--- src/rtl/dp_types_pkg.sv ---
// Shared types for the pipeline sequencer.
// Halt FSM states and the per-cycle register control bundle.
package dp_types_pkg;

  localparam int STALL_W_DEF = 16;
  localparam int REG_W_DEF   = 5;

  typedef enum logic [1:0] {
    RUN    = 2'd0,
    DRAIN  = 2'd1,
    HALTED = 2'd2
  } pipe_state_t;

  typedef struct packed {
    logic pc_en;
    logic ifid_en;
    logic ifid_flush;
    logic idex_en;
    logic idex_flush;
    logic exmem_en;
    logic exmem_flush;
    logic memwb_en;
    logic memwb_flush;
  } pipe_ctrl_t;

  // Every register enabled, no flushes: the plain advance pattern.
  function automatic pipe_ctrl_t ctrl_advance();
    pipe_ctrl_t c;
    c = '0;
    c.pc_en    = 1'b1;
    c.ifid_en  = 1'b1;
    c.idex_en  = 1'b1;
    c.exmem_en = 1'b1;
    c.memwb_en = 1'b1;
    return c;
  endfunction

endpackage

--- src/rtl/hazard_unit.sv ---
// Load-use compare between the id_ex load and the if_id sources.
// Register 0 never creates a dependency.
module hazard_unit #(
  parameter int REG_W = dp_types_pkg::REG_W_DEF
) (
  input  logic             idex_memread,
  input  logic [REG_W-1:0] idex_rd,
  input  logic [REG_W-1:0] ifid_rs,
  input  logic [REG_W-1:0] ifid_rt,
  output logic             lu_hazard
);

  assign lu_hazard = idex_memread
                   & (idex_rd != '0)
                   & ((idex_rd == ifid_rs) | (idex_rd == ifid_rt));

endmodule

--- src/rtl/pipe_ctrl.sv ---
// Pipeline sequencer: register enables/flushes, PC enable,
// memory wait arbitration, load-use bubbles and halt draining.
module pipe_ctrl
  import dp_types_pkg::*;
#(
  parameter int STALL_W = STALL_W_DEF,
  parameter int REG_W   = REG_W_DEF
) (
  input  logic               CLK,
  input  logic               RST,
  input  logic               ihit,
  input  logic               dhit,
  input  logic               exmem_dren,
  input  logic               exmem_dwen,
  input  logic               idex_memread,
  input  logic [REG_W-1:0]   idex_rd,
  input  logic [REG_W-1:0]   ifid_rs,
  input  logic [REG_W-1:0]   ifid_rt,
  input  logic               ifid_halt,
  input  logic               ex_redirect,
  input  logic               wb_halt,
  output logic               pc_en,
  output logic               ifid_en,
  output logic               ifid_flush,
  output logic               idex_en,
  output logic               idex_flush,
  output logic               exmem_en,
  output logic               exmem_flush,
  output logic               memwb_en,
  output logic               memwb_flush,
  output logic               halt,
  output logic [STALL_W-1:0] stall_cnt
);

  pipe_state_t        state_q;
  logic               imem_done_q;
  logic               dmem_done_q;
  logic [STALL_W-1:0] cnt_q;

  logic       lu_hazard;
  logic       dmem_req;
  logic       dmem_ok;
  logic       imem_ok;
  logic       advance;
  logic       bubble;
  logic       stall_ev;
  pipe_ctrl_t ctl;

  hazard_unit #(
    .REG_W(REG_W)
  ) u_hazard (
    .idex_memread(idex_memread),
    .idex_rd     (idex_rd),
    .ifid_rs     (ifid_rs),
    .ifid_rt     (ifid_rt),
    .lu_hazard   (lu_hazard)
  );

  assign dmem_req = exmem_dren | exmem_dwen;
  assign dmem_ok  = ~dmem_req | dhit | dmem_done_q;
  assign imem_ok  = ihit | imem_done_q;
  assign advance  = imem_ok & dmem_ok;
  assign bubble   = advance & lu_hazard & ~ex_redirect;
  assign stall_ev = ~advance | bubble;

  // Register controls; a redirect outranks a load-use bubble.
  always_comb begin
    ctl = '0;
    if (!RST && advance && state_q != HALTED) begin
      ctl = ctrl_advance();
      if (ex_redirect) begin
        ctl.ifid_flush = 1'b1;
        ctl.idex_flush = 1'b1;
      end else if (state_q == DRAIN) begin
        ctl.pc_en      = 1'b0;
        ctl.ifid_flush = 1'b1;
        ctl.idex_flush = lu_hazard;
      end else if (lu_hazard) begin
        ctl.pc_en      = 1'b0;
        ctl.ifid_en    = 1'b0;
        ctl.idex_flush = 1'b1;
      end
    end
  end

  assign pc_en       = ctl.pc_en;
  assign ifid_en     = ctl.ifid_en;
  assign ifid_flush  = ctl.ifid_flush;
  assign idex_en     = ctl.idex_en;
  assign idex_flush  = ctl.idex_flush;
  assign exmem_en    = ctl.exmem_en;
  assign exmem_flush = ctl.exmem_flush;
  assign memwb_en    = ctl.memwb_en;
  assign memwb_flush = ctl.memwb_flush;
  assign halt        = ~RST & (state_q == HALTED);
  assign stall_cnt   = RST ? '0 : cnt_q;

  // Halt FSM, memory-completion latches and saturating stall count.
  always_ff @(posedge CLK) begin
    if (RST) begin
      state_q     <= RUN;
      imem_done_q <= 1'b0;
      dmem_done_q <= 1'b0;
      cnt_q       <= '0;
    end else if (state_q != HALTED) begin
      if (stall_ev && cnt_q != '1)
        cnt_q <= cnt_q + STALL_W'(1);
      imem_done_q <= ~advance & (imem_done_q | ihit);
      dmem_done_q <= ~advance & (dmem_done_q | dhit);
      if (wb_halt) begin
        state_q <= HALTED;
      end else begin
        unique case (state_q)
          RUN:
            if (advance && ifid_halt && !ex_redirect && !lu_hazard)
              state_q <= DRAIN;
          DRAIN:
            if (advance && ex_redirect)
              state_q <= RUN;
          default: ;
        endcase
      end
    end
  end

endmodule

--- config.mk ---
export PLATFORM = sky130hd
export DESIGN_NAME = pipe_ctrl
export DESIGN_NICKNAME = d
export VERILOG_FILES = /design/src/rtl/dp_types_pkg.sv /design/src/rtl/hazard_unit.sv /design/src/rtl/pipe_ctrl.sv
export SDC_FILE = /design/constraint.sdc
export NUM_CORES = 1
export LEC_CHECK = 0
export BUFFER_PORTS_ARGS = -buffer_cell sky130_fd_sc_hd__clkbuf_2
export CORE_MARGIN = 4
export CORE_UTILIZATION = 40
export CTS_CLUSTER_DIAMETER = 40
export DETAILED_ROUTE_END_ITERATION = 8
export PLACE_DENSITY_LB_ADDON = 0.12
export SYNTH_ARGS = -nofsm -noshare
export SYNTH_HDL_FRONTEND = slang
export SYNTH_SLANG_ARGS = --single-unit
--- constraint.sdc ---
create_clock -name CLK -period 2.7 [get_ports CLK]
set_input_delay 0.135 -clock CLK [delete_from_list [all_inputs] [get_ports CLK]]
set_output_delay 0.135 -clock CLK [all_outputs]
set_load 0.005 [all_outputs]
; ---- After elaboration in Yosys (flattened, before gate mapping)
; Index checks and enable logic that the tools add are counted.
[word_totals]
inputBits = 25
register_bits = 20
out_inout_bits = 26
[op_classes]
bitwise_logic = 19
mux = 15
reduce_logical = 15
addsub = 1
eq_ne = 8
[op_table]
columns = cell, n
row1 = "adder 16 x 1 -> 16 bit, second input constant", 1
row2 = 2-to-1 mux 16 bit, 1
row3 = "!= test 16 bit, second input constant", 1
row4 = equality test 5 bit, 2
row5 = 2-to-1 mux 2 bit, 5
row6 = 2-to-1 mux 9 bit, 1
row7 = AND 1 bit, 8
row8 = logical AND 1 bit, 7
row9 = 2-to-1 mux 1 bit, 7
row10 = OR 1 bit, 7
row11 = nonzero test 5 bit, 1
row12 = NOT 1 bit, 4
row13 = case mux 2 bit (2 select lines), 1
row14 = AND reduction 4 bit, 1
row15 = logical NOT 1 bit, 3
row16 = "!= test 3 x 2 -> 1 bit, second input constant", 1
row17 = "!= test 3 bit, second input constant", 1
row18 = nonzero test 3 bit, 1
row19 = "equality test 2 x 1 -> 1 bit, second input constant", 1
row20 = "equality test 2 bit, second input constant", 1
row21 = logical NOT 2 bit, 1
row22 = "!= test 2 bit, second input constant", 1
row23 = AND reduction 2 bit, 1

; ---- Logic depth before layout (Yosys ltp)
; Gate-level depths: netlist of run 1.
[logic_depth]
word_depth = 11
mapped_depth = 9

; ---- Modules after synthesis
; A second synthesis of run 1 with hierarchy kept.
[hier_totals]
cells_unflattened = 163
area_unflattened_um2 = 1331.3
[by_module_without_submodules]
columns = module, seq_area_each_um2, area_each_um2, cells_each, instances
row1 = pipe_ctrl, 400.4, 1206.2, 146, 1
row2 = hazard_unit, 0.0, 125.1, 17, 1

; ---- Worst setup path after synthesis of run 1
; Ideal clock, no wire load.
[synth_timing]
path_kind = reg-to-reg
startpoint = reg cnt_q[0]
endpoint = reg cnt_q[10]
slack_ns = 0.636
setup_ns = 0.121
t_arrival_ns = 1.944
path_buffers = 1
path_stages_with_launch = 9
t_required_ns = 2.579
path_cell_list = dfxtp_1 ha_1 nand3_1 nor4_1 or4_4 a2bb2oi_4 buf_6 nor3_1 mux2_2
[synth_via]
elab_chain_cells = 3
elab_cells_between_ends = 4
cone_classes = add/sub: 1 / eq/ne: 1 / reduce/logical: 2
[synth_rtl]
columns = item, line_no
row1 = "start, declared", pipe_ctrl.sv:38  ; logic [STALL_W-1:0] cnt_q;
row2 = "start signal, assigned", pipe_ctrl.sv:107  ; cnt_q <= cnt_q + STALL_W'(1);
row3 = branches (longest 3 deep; another with adder 16 x 1 -> 16 bit), --
; Several ways; the timed one is not identified.
; A chain may end at the register's enable or synchronous reset.

; ---- Worst setup path after layout of run 1
[layout_timing]
startpoint = reg cnt_q[0]
endpoint = reg cnt_q[14]
; Same word-level chain as after synthesis.

==> run_results.csv, run 1 <==
group,metric,value,unit
status,status,"completed",
min_path,worst_hold_startpoint,"wb_halt",
setup_path,worstSetupStartpointType,"register",
floorplan,fp.dieW,64.74,microns
floorplan,rows,20,
sta,hold_viol,0,
sta,finClkSkew,0.009197,ns
setup_path,slowest_stage,"dfxtp_1",
cells_and_area,nets,240,
logic_synthesis,synth_top_area_frac,0.3110,
logic_synthesis,ys_seq_elements,20,
placement,gp_routability_congestion,0.7975,
clock_network,postCtsSetupBuffers,0,
power,finalPower,673.7,uW
grt,antenna_found_initial,0,
clock_network,postCtsHoldBufs,0,
routing,drc,0,
setup_path,critPathMostFrequentCell,"nor4_1",
floorplan,die-area,4191,sq um
routing,antenna_left,0,
routing,wl_met1,1279,microns
setup_path,cp_max_fo,25,
grt,grt_pass1_vias,1250,
logic_synthesis,yosysTopAreaCell,"dfxtp_1",
routing,wl_met3,123,microns
power,p_leak,0.7071,nW
routing,dr_wl_met2,1480,microns
sta,rsz0062_at_grt,"no",
clock_network,cts_tree,"yes",
logic_synthesis,syn_inst,169,
routing,top_layer,"met4",
logic_synthesis,syn_area_per_cell,7.618,sq um
routing,wire_per_inst,11.37,microns
clock_network,cts_max_level,1,
clock_network,numCtsBuffers,3,
grt,grt_max_degree,38,
logic_synthesis,ys_types,32,
sta,maxSlewViolCount,0,
setup_path,rr_worst_depth,7,
cells_and_area,final_common_cell,"clkbuf_2",
sta,setup_viol,0,
clock_network,cts_root_buffer,"clkbuf_4",
cells_and_area,final_cell_mix,"48 x clkbuf_2, 28 x nor2_1, 20 x dfxtp_1, 17 x nor2b_1, 11 x xor2_1",
setup_path,path_class,"register to register",
sta,fmax,447.9,MHz
placement,dpl.hpwl,2362,microns
logic_synthesis,synthTopCellsByArea,"dfxtp_1 31%, nor2b_1 8.3%, nor2_1 8.2%",
setup_path,arrival,2.43,ns
setup_path,path_depth,7,
clock_network,cts_sinks,20,
logic_synthesis,yosysSeqAreaShare,0.3110,
placement,io_buffers,48,
cells_and_area,antennaDiodeCount,0,
setup_path,worstSetupEndpointType,"register",
floorplan,start_util,0.4183,
clock_network,insertion_delay,0.31,ns
clock_network,clockBufferDepth,2,
routing,drt_iter0_markers,18,
clock_network,clkTransAtPathRegs,0.12,ns
logic_synthesis,syn_area,1287,sq um
logic_synthesis,yosysWarnings,0,
setup_path,critical-path-max-stage-delay,0.42,ns
min_path,hold_path_depth,3,
power,vdd_ir_drop_max,0.2517,mV
setup_path,path_buf_inv,0,
routing,viasPerCell,4.938,
cells_and_area,fillers,323,
sta,relSlewSlack,0.5769,
grt,track_usage,0.1511,
sta,tightest_slew,0.6299,ns
routing,routed_wl,2923,microns
floorplan,io_pins,51,
cells_and_area,flow.area_growth_from_synthesis,22.94,%
setup_path,startpoint,"cnt_q[0]$_SDFFE_PP0P_",
setup_path,cpLargestDelayFamily,"simple AND/OR/NAND/NOR gates",
routing,vias,1269,
setup_path,required,2.90,ns
cells_and_area,drive_gt1_frac,0.2864,
grt,overflow,0,
power,powerDensity,425.6,nW/um^2
min_path,hp-class,"input pin to register",
sta,setup-tns-final,0,ns
routing,drt-pass1-iter-count,3,
run,maxCapViolCount,0,
grt,grt_pass1_wl,5168,microns
floorplan,core-area,3078,sq um
sta,fin_crit,2.233,ns
sta,finalCritPeriodShare,0.8269,
setup_path,crit_path_cell_trace,"ha_1, nand3_1, nor4_1, or4_4, a2bb2oi_4, nor4_1, mux2_2",
setup_path,rr_startpoint,"cnt_q[0]$_SDFFE_PP0P_",
floorplan,die_h,64.74,microns
clock_network,postCtsResizedCells,0,
-- routing by layer --
layer	global-route usage	vias to the layer above
li1	-	669
met1	0.1783	571
met2	0.2695	24
met3	0.02773	5
met4	0.05541	0
met5	0	-
-- per-stage QoR --
step / utilization / cell area, sq um / hold WS (ns) / worst slack, ns / std cells
floorplan: - / 1291 / 0.2508 / 0.6357 / 170
global placement: 0.4972 / 1530 / 0.3651 / 0.5205 / 253
detailed placement: 0.4972 / 1530 / 0.3712 / 0.4899 / 253
CTS: 0.5142 / 1583 / 0.04272 / 0.4526 / 257
global route: 0.5142 / 1583 / 0.04870 / 0.1310 / 257
finish: 0.5142 / 1583 / 0.05575 / 0.4672 / 257
-- cells by family after synthesis --
kind of cell    Yosys count  synth area share
simple gates             95            0.3839
compound gates           21            0.1050
buf+inv                  14           0.06122
fa+ha+maj                 1          0.009717
mux                       6           0.05150
xor+xnor                 11           0.07483
flops                    20            0.3110
other cells               1          0.002913
-- area by class of cell --
cell class | count | area (sq um) | share of cell area
Multi-Input combinational cell | 136 | 812.0 | 0.5130
Sequential cell | 20 | 400.4 | 0.2530
Timing Repair Buffer | 49 | 247.7 | 0.1565
Tap cell | 44 | 55.05 | 0.03478
Clock inverter | 1 | 30.03 | 0.01897
Clock buffer | 3 | 22.52 | 0.01423
Inverter | 4 | 15.01 | 0.009486
-- worst reg2reg max path: stages (launching register included) --
cell and delay, ns:
dfxtp_1 0.42, ha_1 0.19, nand3_1 0.14, nor4_1 0.36, or4_4 0.20, a2bb2oi_4 0.42
nor4_1 0.11, mux2_2 0.29
-- report_power, final --
part	internal [mW]	leakage, nW	switching (mW)
clock network	0.150	0.0279	0.0949
registers	0.304	0.162	0.00856
logic	0.0524	0.517	0.0639
total	0.506	0.707	0.167
-- synthesized netlist by cell type --
master     count
clkbuf_1       3
or3_1          5
a22oi_1        1
or4_4          1
o31a_1         1
ha_1           1
or2_2          1
a21oi_1        7
mux2_2         5
inv_1          4
o21ai_1        1
nand3_1        7
a2bb2oi_4      1
dfxtp_1       20
nor2b_1       17
nor4_1         3
o21ai_0        9
o21a_1         1
or4_1          6
nor4b_1        1
nand2_1       10
buf_4          5
xor2_1        11
nand4_1        5
and3_1         1
nor3_1         9
buf_1          1
nor2_1        28
mux2i_1        1
conb_1         1
nand2b_1       1
buf_6          1
-- path summary, 6_finish.rpt --
kind	end	slack, ns
max	cnt_q[14]$_SDFFE_PP0P_	0.47
min	state_q[1]$_SDFFE_PP0P_	0.06
max reg2reg	cnt_q[14]$_SDFFE_PP0P_	0.47
min reg2reg	dmem_done_q$_SDFFE_PP0P_	0.52
-- flip-flops by register name, indices dropped and copies added (netlist names) --
signal,cells
imem_done_q,1
state_q,2
dmem_done_q,1
cnt_q,16
Power figures use the tool's default switching activity.
==> run 2: changes to the inputs <==
- ABC_AREA: unset -> 1
- clock period: 2.7 -> 2.1 ns (I/O delays scaled with it)
==> run_results.csv, run 2 <==
group,metric,value,unit
sta,setup_ws,0.2850,ns
logic_synthesis,async_flop_share,0,
logic_synthesis,syn_inst,262,
logic_synthesis,ys_types,28,
sta,relSlewSlack,0.6473,
power,internal_power,580.4,uW
floorplan,fp.dieW,70.88,microns
logic_synthesis,synthAdderAreaFrac,0.007911,
power,p_leak,0.9173,nW
clock_network,clockBufferDepth,2,
cells_and_area,nets,332,
clock_network,cts_max_level,1,
power,p_comb_frac,0.211,
floorplan,core-area,3744,sq um
power,power.share.clock,0.307,
setup_path,required,2.29,ns
setup_path,rr_worst_depth,9,
setup_path,crit_end,"cnt_q[15]$_SDFFE_PP0P_",
clock_network,clkTransAtPathRegs,0.07,ns
routing,drt-pass1-iter-count,4,
power,powerDensity,440.3,nW/um^2
cells_and_area,registers.top_by_ff_count,"cnt_q",
sta,tightest_slew,0.5236,ns
cells_and_area,utilization,0.5003,
sta,maxSlewViolCount,0,
run,maxCapViolCount,0,
logic_synthesis,syn_area_per_cell,6.036,sq um
cells_and_area,fillers,414,
placement,dp.cells,349,
grt,overflow,0,
cells_and_area,stdcell_count,352,
power,vdd_ir_drop_max,0.2953,mV
cells_and_area,drive_gt1_frac,0.2336,
grt,grt_pass1_wl,5906,microns
setup_path,r2r_slack,0.28,ns
logic_synthesis,muxShareOfSynthArea,0,
sta,setup_viol,0,
placement,place_area,1827,sq um
routing,wire_per_inst,9.727,microns
sta,fmax,551.0,MHz
logic_synthesis,synthTopCellsByArea,"dfxtp_1 25%, nand2_1 14%, inv_1 10%",
routing,vias,1588,
logic_synthesis,synth-compound-area-share,0.1203,
logic_synthesis,syn_area,1582,sq um
cells_and_area,largest_reg_flops,16,
setup_path,path_class,"register to register",
cells_and_area,multi_input_area,954.7,sq um
power,seqPwrFrac,0.483,
clock_network,numCtsBuffers,3,
cells_and_area,regArea,400.4,sq um
logic_synthesis,yosysTopAreaCell,"dfxtp_1",
sta,finClkSkew,0.004116,ns
logic_synthesis,synth_edf_count,0,
cells_and_area,flow.area_growth_from_synthesis,18.43,%
logic_synthesis,ys_seq_elements,20,
clock_network,postCtsSetupBuffers,0,
sta,hold_slack,0.09217,ns
placement,dpl.hpwl,2723,microns
placement,io_buffers,48,
setup_path,cp_max_fo,17,
min_path,hp-class,"input pin to register",
power,switching_power,244.3,uW
logic_synthesis,synth_xor_area_frac,0.08861,
sta,hold_viol,0,
floorplan,die_h,70.88,microns
sta,fin_crit,1.815,ns
grt,grt_pass1_vias,1372,
routing,viasPerCell,4.511,
cells_and_area,final_common_cell,"nand2_1",
setup_path,startpoint,"cnt_q[1]$_SDFFE_PP0P_",
clock_network,insertion_delay,0.26,ns
cells_and_area,final_cell_mix,"61 x nand2_1, 48 x clkbuf_2, 42 x inv_1, 42 x nor2_1, 27 x nand3_1",
clock_network,cts_root_buffer,"clkbuf_8",
logic_synthesis,synth_top_area_frac,0.2532,
setup_path,worstSetupEndpointType,"register",
cells_and_area,antennaDiodeCount,0,
placement,post-place-ws,0.2691,ns
clock_network,cts_tree,"yes",
floorplan,die-area,5024,sq um
floorplan,rows,22,
logic_synthesis,synthSimpleGateAreaFrac,0.3790,
grt,grt_max_degree,37,
logic_synthesis,yosysWarnings,0,
logic_synthesis,synth_top_family_by_area,"simple AND/OR/NAND/NOR gates",
logic_synthesis,synthTopCellsByCount,"61 x nand2_1, 42 x inv_1, 42 x nor2_1, 27 x nand3_1, 20 x dfxtp_1",
logic_synthesis,yosysSeqAreaShare,0.2532,
floorplan,io_pins,51,
setup_path,r2r_end,"cnt_q[15]$_SDFFE_PP0P_",
grt,track_usage,0.1389,
floorplan,start_util,0.4225,
setup_path,worstSetupStartpointType,"register",
routing,routed_wl,3424,microns
sta,setup-tns-final,0,ns
routing,drc,0,
logic_synthesis,synth_top_flop_cell,"dfxtp_1",
clock_network,cts_sinks,20,
placement,gp_routability_congestion,0.8038,
cells_and_area,top_regs,"cnt_q: 16 flops, state_q: 2 flops",
routing,drt_iter0_markers,62,
setup_path,arrival,2.01,ns
logic_synthesis,synth.most_common_cell,"nand2_1",
status,status,"completed",
cells_and_area,design_area,1873,sq um
power,finalPower,824.6,uW
sta,rsz0062_at_grt,"no",
power,switching_share,0.2962,
routing,antenna_left,0,
sta,finalCritPeriodShare,0.8643,
grt,antenna_found_initial,0,
setup_path,rr_startpoint,"cnt_q[1]$_SDFFE_PP0P_",
[run 2: cell count changes after synthesis, moves of 5 or more]
cell | previous run | this run
or3_1 | 5 | 0
nand3_1 | 7 | 27
mux2_2 | 5 | 0
or4_1 | 6 | 0
nor3_1 | 9 | 3
nor2_1 | 28 | 42
inv_1 | 4 | 42
a21oi_2 | 0 | 10
nand2_1 | 10 | 61
nor2b_1 | 17 | 0
[run 2: what timing repair did]
item | CTS | global route
hold buffers | 0 | 0
resized for setup | 0 | 1
setup endpoints to repair | 0 | 3
[run 2: how the worst min path moves through the flow]
| stage | cells past startpoint | to | startpoint |
|---|---|---|---|
| CTS | 3 | dmem_done_q$_SDFFE_PP0P_ | dhit |
| global route | 3 | dmem_done_q$_SDFFE_PP0P_ | dhit |
| finish | 3 | dmem_done_q$_SDFFE_PP0P_ | dhit |
| floorplan | 2 | dmem_done_q$_SDFFE_PP0P_ | dhit |
| global placement | 3 | dmem_done_q$_SDFFE_PP0P_ | dhit |
| detailed placement | 3 | dmem_done_q$_SDFFE_PP0P_ | dhit |
[run 2: per-layer routing]
layer | GRT usage | part of all wire | up-vias
met3 | 0.02415 | 0.041 | 5
met2 | 0.2122 | 0.42 | 31
li1 | - | - | 891
met5 | 0 | 0 | -
met1 | 0.1983 | 0.53 | 661
met4 | 0.04384 | 0.013 | 0
[run 2: area by class of cell]
class,instances,area share
Multi-Input combinational cell,187,0.5097
Inverter,45,0.09018
Tap cell,48,0.03206
Clock buffer,3,0.02204
Timing Repair Buffer,49,0.1323
Sequential cell,20,0.2138
[run 2: kinds of logic after synthesis]
kind of cell / Yosys count
simple gates: 140
buf+inv: 56
compound gates: 28
flops: 20
xor+xnor: 16
fa+ha+maj: 1
other cells: 1
[run 2: power by group through the flow]
stage / clock network, mW / logic (mW) / registers (mW)
floorplan: 0 / 0.128 / 0.405
global placement: 0 / 0.173 / 0.407
detailed placement: 0 / 0.175 / 0.406
CTS: 0.260 / 0.176 / 0.398
global route: 0.269 / 0.201 / 0.399
finish: 0.253 / 0.174 / 0.398
[run 2: critical path: stages (launching register included)]
cell and delay, ns:
dfxtp_1 0.38, ha_1 0.20, nand2_1 0.11, nor3_4 0.26, nand3_2 0.10, o21ai_2 0.13, inv_2 0.15, nand2_4 0.21
nand2_1 0.09, a21oi_2 0.12
